`config.mk`:
```
export PLATFORM = sky130hd
export DESIGN_NAME = tlb_op_ctrl_flat
export DESIGN_NICKNAME = d
export VERILOG_FILES = /design/src/rtl/tlb_op_ctrl_if.sv /design/src/rtl/tlb_op_ctrl.sv /design/src/flat_wrapper.sv
export SDC_FILE = /design/constraint.sdc
export NUM_CORES = 1
export LEC_CHECK = 0
export ABC_AREA = 1
export BUFFER_PORTS_ARGS = -buffer_cell sky130_fd_sc_hd__buf_2
export CAP_MARGIN = 0
export CORE_MARGIN = 2
export CORE_UTILIZATION = 35
export CTS_CLUSTER_SIZE = 24
export DETAILED_ROUTE_END_ITERATION = 10
export PLACE_DENSITY = 0.57
export SETUP_SLACK_MARGIN = 0.05
export SYNTH_ARGS = -nofsm -noshare
export SYNTH_HDL_FRONTEND = slang
export SYNTH_SLANG_ARGS = --single-unit
export TNS_END_PERCENT = 100
```
`constraint.sdc`:
```
create_clock -name clk -period 1.3 [get_ports clk]
set_clock_uncertainty 0.1 [all_clocks]
set_input_delay 0.13 -clock clk [delete_from_list [all_inputs] [get_ports clk]]
set_output_delay 0.13 -clock clk [all_outputs]
set_load 0.005 [all_outputs]
```
`src/rtl/tlb_op_ctrl_if.sv`:
```
// rtl/tlb_op_ctrl_if.sv - request/acknowledge bus between the TLB op sequencer and the TLB array
interface tlb_op_ctrl_if #(
  parameter int IDXW = 4
);
  logic            tlb_req;
  logic [1:0]      tlb_op;
  logic [IDXW-1:0] tlb_idx;
  logic            tlb_ack;

  modport master (output tlb_req, output tlb_op, output tlb_idx, input tlb_ack);
  modport slave  (input tlb_req, input tlb_op, input tlb_idx, output tlb_ack);
endinterface

```
`src/rtl/tlb_op_ctrl.sv`:
```
// rtl/tlb_op_ctrl.sv - MS-stage sequencer for TLBP/TLBR/TLBWI/TLBWR plus the CP0 Random counter
module tlb_op_ctrl #(
  parameter int TLBNUM = 16,
  parameter int IDXW   = 4,
  parameter int WIRED  = 0
) (
  input  logic              clk,
  input  logic              resetn,
  input  logic              ms_valid,
  input  logic              ms_ex,
  input  logic              pipe_flush,
  input  logic              ms_inst_tlbp,
  input  logic              ms_inst_tlbr,
  input  logic              ms_inst_tlbwi,
  input  logic              ms_inst_tlbwr,
  input  logic [31:0]       ms_pc,
  input  logic [IDXW-1:0]   cp0_index,
  tlb_op_ctrl_if.master     tlb,
  output logic              cp0_tlbp_we,
  output logic              cp0_tlbr_we,
  output logic              ms_tlb_stall,
  output logic              refetch_flush,
  output logic [31:0]       refetch_pc,
  output logic [IDXW-1:0]   cp0_random
);

  typedef enum logic [1:0] {S_IDLE, S_REQ, S_UPD, S_FLUSH} state_t;

  localparam logic [1:0]      OP_PROBE  = 2'b00;
  localparam logic [1:0]      OP_READ   = 2'b01;
  localparam logic [1:0]      OP_WRITE  = 2'b10;
  localparam logic [IDXW-1:0] RAND_TOP  = IDXW'(TLBNUM - 1);
  localparam logic [IDXW-1:0] WIRED_IDX = IDXW'(WIRED);

  state_t          state_q, state_d;
  logic            tlb_req_q, tlb_req_d;
  logic [1:0]      tlb_op_q, tlb_op_d;
  logic [IDXW-1:0] tlb_idx_q, tlb_idx_d;
  logic            cp0_tlbp_we_q, cp0_tlbp_we_d;
  logic            cp0_tlbr_we_q, cp0_tlbr_we_d;
  logic            refetch_flush_q, refetch_flush_d;
  logic [31:0]     refetch_pc_q, refetch_pc_d;
  logic [IDXW-1:0] random_q, random_d;

  logic            any_op;
  logic            start;
  logic [1:0]      start_op;
  logic [IDXW-1:0] start_idx;

  assign any_op = ms_inst_tlbp | ms_inst_tlbr | ms_inst_tlbwi | ms_inst_tlbwr;
  assign start  = resetn & ms_valid & ~ms_ex & ~pipe_flush & any_op & (state_q == S_IDLE);

  assign start_op  = ms_inst_tlbp ? OP_PROBE : (ms_inst_tlbr ? OP_READ : OP_WRITE);
  assign start_idx = ms_inst_tlbwr ? random_q : cp0_index;

  always_comb begin
    state_d         = state_q;
    tlb_req_d       = tlb_req_q;
    tlb_op_d        = tlb_op_q;
    tlb_idx_d       = tlb_idx_q;
    cp0_tlbp_we_d   = 1'b0;
    cp0_tlbr_we_d   = 1'b0;
    refetch_flush_d = 1'b0;
    refetch_pc_d    = refetch_pc_q;
    random_d        = random_q;

    case (state_q)
      S_IDLE: begin
        if (start) begin
          state_d      = S_REQ;
          tlb_req_d    = 1'b1;
          tlb_op_d     = start_op;
          tlb_idx_d    = start_idx;
          refetch_pc_d = ms_pc + 32'd4;
        end
      end
      S_REQ: begin
        if (tlb.tlb_ack) begin
          state_d       = S_UPD;
          tlb_req_d     = 1'b0;
          cp0_tlbp_we_d = (tlb_op_q == OP_PROBE);
          cp0_tlbr_we_d = (tlb_op_q == OP_READ);
        end
      end
      S_UPD: begin
        state_d         = (tlb_op_q == OP_PROBE) ? S_IDLE : S_FLUSH;
        refetch_flush_d = (tlb_op_q != OP_PROBE);
      end
      S_FLUSH: state_d = S_IDLE;
      default: state_d = S_IDLE;
    endcase

    // Frozen from the accept cycle onward so a TLBWR writes the index it captured.
    if (state_q == S_IDLE && !start) begin
      random_d = (random_q <= WIRED_IDX) ? RAND_TOP : random_q - 1'b1;
    end
  end

  always_ff @(posedge clk or negedge resetn) begin
    if (!resetn) begin
      state_q         <= S_IDLE;
      tlb_req_q       <= 1'b0;
      tlb_op_q        <= OP_PROBE;
      tlb_idx_q       <= '0;
      cp0_tlbp_we_q   <= 1'b0;
      cp0_tlbr_we_q   <= 1'b0;
      refetch_flush_q <= 1'b0;
      refetch_pc_q    <= '0;
      random_q        <= RAND_TOP;
    end else begin
      state_q         <= state_d;
      tlb_req_q       <= tlb_req_d;
      tlb_op_q        <= tlb_op_d;
      tlb_idx_q       <= tlb_idx_d;
      cp0_tlbp_we_q   <= cp0_tlbp_we_d;
      cp0_tlbr_we_q   <= cp0_tlbr_we_d;
      refetch_flush_q <= refetch_flush_d;
      refetch_pc_q    <= refetch_pc_d;
      random_q        <= random_d;
    end
  end

  // A TLBP retires in its UPD cycle; the other ops retire in FLUSH.
  assign ms_tlb_stall = start | (state_q == S_REQ) | ((state_q == S_UPD) & (tlb_op_q != OP_PROBE));

  assign tlb.tlb_req    = tlb_req_q;
  assign tlb.tlb_op     = tlb_op_q;
  assign tlb.tlb_idx    = tlb_idx_q;
  assign cp0_tlbp_we    = cp0_tlbp_we_q;
  assign cp0_tlbr_we    = cp0_tlbr_we_q;
  assign refetch_flush  = refetch_flush_q;
  assign refetch_pc     = refetch_pc_q;
  assign cp0_random     = random_q;

endmodule

```
`src/flat_wrapper.sv`:
```
// flat-port wrapper written by rule: the top's interface ports become plain ports
module tlb_op_ctrl_flat 
#(
  parameter int TLBNUM = 16,
  parameter int IDXW   = 4,
  parameter int WIRED  = 0
)
  (clk, resetn, ms_valid, ms_ex, pipe_flush, ms_inst_tlbp, ms_inst_tlbr, ms_inst_tlbwi, ms_inst_tlbwr, ms_pc, cp0_index, cp0_tlbp_we, cp0_tlbr_we, ms_tlb_stall, refetch_flush, refetch_pc, cp0_random, tlb_tlb_req, tlb_tlb_op, tlb_tlb_idx, tlb_tlb_ack);
  tlb_op_ctrl_if #(.IDXW(IDXW)) tlb_i ();
  input  logic clk;
  input  logic resetn;
  input  logic ms_valid;
  input  logic ms_ex;
  input  logic pipe_flush;
  input  logic ms_inst_tlbp;
  input  logic ms_inst_tlbr;
  input  logic ms_inst_tlbwi;
  input  logic ms_inst_tlbwr;
  input  logic [31:0] ms_pc;
  input  logic [IDXW-1:0] cp0_index;
  output logic cp0_tlbp_we;
  output logic cp0_tlbr_we;
  output logic ms_tlb_stall;
  output logic refetch_flush;
  output logic [31:0] refetch_pc;
  output logic [IDXW-1:0] cp0_random;
  output wire logic [$bits(tlb_i.tlb_req)-1:0] tlb_tlb_req;
  output wire logic [$bits(tlb_i.tlb_op)-1:0] tlb_tlb_op;
  output wire logic [$bits(tlb_i.tlb_idx)-1:0] tlb_tlb_idx;
  input wire logic [$bits(tlb_i.tlb_ack)-1:0] tlb_tlb_ack;
  assign tlb_tlb_req = tlb_i.tlb_req;
  assign tlb_tlb_op = tlb_i.tlb_op;
  assign tlb_tlb_idx = tlb_i.tlb_idx;
  assign tlb_i.tlb_ack = tlb_tlb_ack;
  tlb_op_ctrl #(.TLBNUM(TLBNUM), .IDXW(IDXW), .WIRED(WIRED)) u_core (.clk(clk), .resetn(resetn), .ms_valid(ms_valid), .ms_ex(ms_ex), .pipe_flush(pipe_flush), .ms_inst_tlbp(ms_inst_tlbp), .ms_inst_tlbr(ms_inst_tlbr), .ms_inst_tlbwi(ms_inst_tlbwi), .ms_inst_tlbwr(ms_inst_tlbwr), .ms_pc(ms_pc), .cp0_index(cp0_index), .tlb(tlb_i), .cp0_tlbp_we(cp0_tlbp_we), .cp0_tlbr_we(cp0_tlbr_we), .ms_tlb_stall(ms_tlb_stall), .refetch_flush(refetch_flush), .refetch_pc(refetch_pc), .cp0_random(cp0_random));
endmodule
```
==> metrics <==
status finished with violations; failing checks negative setup slack; Std-Cell Rows 32; H-Tree Depth 2; Slew @ Worst Pin 0.6357 ns; starting density of the core 36.29%; remaining global-route overflow 0; Final Critical Period 1.570 ns; Port Buffers slightly above 90; total global-route track usage 19.92%; Worst Path Max Fanout 3; n_diodes 0; Post-DRT Antenna Nets 0; Longest Clk Path Bufs 2; max_cap viols 0; CTS tree built; Worst EP arrival 1.34 ns; clock slew at reported path FFs 0.09 ns; drt first-iter violations 89; Critical Path RT 1.07 ns; cell family with the largest share of critical-path delay flip-flops; CP endpoint kind output port; Vias/cell 4.664; clock latency on the worst-skew pair 0.30 ns; HPWL Detailed 5759 um; Setup crit start kind flop; Synth warnings 0; via count 2887; worst slack at placement -0.1354 ns; post-synth top area share between 30 and 40%; Synth Area per Inst ~7.3 um2; Max Fclk 636.8 MHz; Slew headroom 57.62%; post-layout util ~52%; largest cells by area after synthesis dfrtp_1, nand2_1, nand3_1, nor2_1, inv_1; unique cell type count in the Yosys netlist 28; Core ar. 7727 um2; Die Span X 93.51 um; worst vdd rail ir drop 0.7348 mV; Slowest-stage cell, CP dfrtp_1; CP Cell Sequence buf_4, nor3_4, inv_2, nand3_2, buf_2; RSZ-0062 raised after global routing yes; Final Hold Fails 0; largest net degree at the start of global routing 49; Setup Viol. Count Final 39; Mapped Cells a little under 400; CP Buf/Inv Count 3; fin crit share 120.8%; antenna violations before repair 0; register area 1206 um2; Post-Syn Nets 434; Worst Hold Class in -> reg; Synth Cell Area approximately 2800 um2; Area Overhead vs Synth 43.24%; Slew Limit Fails 0; first-pass GRT wire length 13370 um; CTS sink cnt 48; DRC errors left 0; WL/cell approximately 13 um; Final nets 564; #FFs+latches synth 48; Placer Congestion 0.8938; Leakage Power 2.149 nW; area of the multi-input gates 1471 um2; CTS Buf Count 5; die height about 94 um; die area 8743 um2; sequential share of the synthesized area 43.02%; share of layout cells above drive strength 1 35.20%; Pre-antenna DRT Iters 4; I/O Pins 93; PwrDens ~1600 nW/um2; final worst slack -0.2703 ns; post-synth top area cell dfrtp_1; vias in the first global route between 2000 and 3000; drt total wl 8208 um; Root Driver clkbuf_8; max incr delay on CP 0.40 ns; Crit Path Category reg -> out; Fillers 764
placed cells by master (no fill, tap or decap), types with 2 or more instances in the layout:
cell type	synthesis	routed
a21oi_1	2	2
and2_1	3	3
buf_12	0	3
buf_16	0	2
buf_2	2	91
buf_4	3	20
buf_6	4	6
buf_8	0	2
bufbuf_16	0	3
clkbuf_8	0	5
dfrtp_1	44	44
dfstp_2	4	4
dlygate4sd3_1	0	5
inv_1	34	29
inv_2	1	5
nand2_1	154	152
nand2_2	3	5
nand2_4	3	3
nand3_1	37	31
nand3_2	0	5
nor2_1	35	33
nor2_2	3	5
nor2_4	9	9
nor3_1	5	4
o21ai_0	10	6
o21ai_1	13	14
o21ai_2	0	3
o21bai_1	2	2
or2_2	3	3
xor2_1	5	5
cells by family after synthesis:
logic type	after synthesis	synth area share, %
compound gates	28	5.265
simple gates	258	41.50
flops	48	43.02
fa+ha+maj	2	0.8923
xor+xnor	6	1.874
buf+inv	44	7.452
path summary, 6_finish.rpt:
path | startpoint | endpoint | slack, ns | cells past startpoint
max | u_core.state_q[0] | ms_tlb_stall | -0.27 | 5
min | ms_inst_tlbp | u_core.tlb.tlb_op[0] | 0.002 | 3
max reg2reg | u_core.state_q[1] | u_core.refetch_pc[21] | -0.23 | 8
min reg2reg | u_core.tlb.tlb_op[0] | u_core.cp0_tlbp_we | 0.37 | 1
max in group asynchronous | resetn | u_core.refetch_pc[6] | 0.28 | 3
min in group asynchronous | resetn | u_core.refetch_pc[24] | 0.40 | 3
metrics by stage:
stage	instance area, um2	power [mW]	TNS (ns)	cells	hold WS [ns]
after floorplan	2804	3.738	0	386	-0.2656
after global placement	3512	4.936	-2.037	594	0.2228
after detailed placement	3512	4.984	-3.581	594	0.2295
after CTS	3940	6.326	-7.330	616	0.0007860
after global routing	4016	7.014	-10.61	619	0.007419
final	4016	6.483	-6.795	619	0.002107
power by group:
group | switching [mW] | internal (mW)
clock network | 0.553 | 0.570
logic | 1.36 | 1.36
registers | 0.392 | 2.25
worst min-delay path, cell delays in order:
cell and delay (ns):
buf_2 0.08, nand3b_1 0.10, o21ai_1 0.06
cell type report:
class                      count  share of cell area, %
timing repair buffer         132                  24.05
tap                          102                  3.178
inverter                      35                  3.333
sequential                    48                  30.03
multi-input combinational    294                  36.64
clock buffer                   5                  1.713
clock inverter                 3                  1.059
repair_timing:
item	CTS	global route
hold endpoints to repair	47	1
pin swaps	3	5
cloned	5	0
resized for setup	20	19
hold buffers	4	1
setup endpoints to repair	44	48
buffers inserted	5	2
metal layers:
layer	wire (um)	vias up	global-route usage, %	part of all wire (%)
met5	0	-	0	0
met4	74	0	4.044	0.90
met3	506	7	3.465	6.2
met2	3984	82	34.65	49
met1	3644	1329	26.01	44
li1	-	1469	-	-
flip-flops by register name, indices dropped and copies added (netlist names):
name                  count
u_core.cp0_tlbr_we        1
u_core.refetch_flush      1
u_core.state_q            2
u_core.cp0_random         4
u_core.tlb.tlb_req        1
u_core.cp0_tlbp_we        1
u_core.tlb.tlb_idx        4
u_core.refetch_pc        32
u_core.tlb.tlb_op         2
cell usage after synthesis:
cell type / count
nand2_1: 154
dfrtp_1: 44
nand3_1: 37
nor2_1: 35
inv_1: 34
o21ai_1: 13
o21ai_0: 10
nor2_4: 9
nor3_1: 5
xor2_1: 5
buf_6: 4
dfstp_2: 4
and2_1: 3
buf_4: 3
nand2_2: 3
nand2_4: 3
nor2_2: 3
or2_2: 3
a21oi_1: 2
buf_2: 2
ha_1: 2
o21bai_1: 2
inv_2: 1
nand3b_1: 1
nand4_1: 1
nor2_8: 1
o211ai_1: 1
xnor2_1: 1
Note: power is estimated with default switching activity, not from simulation.
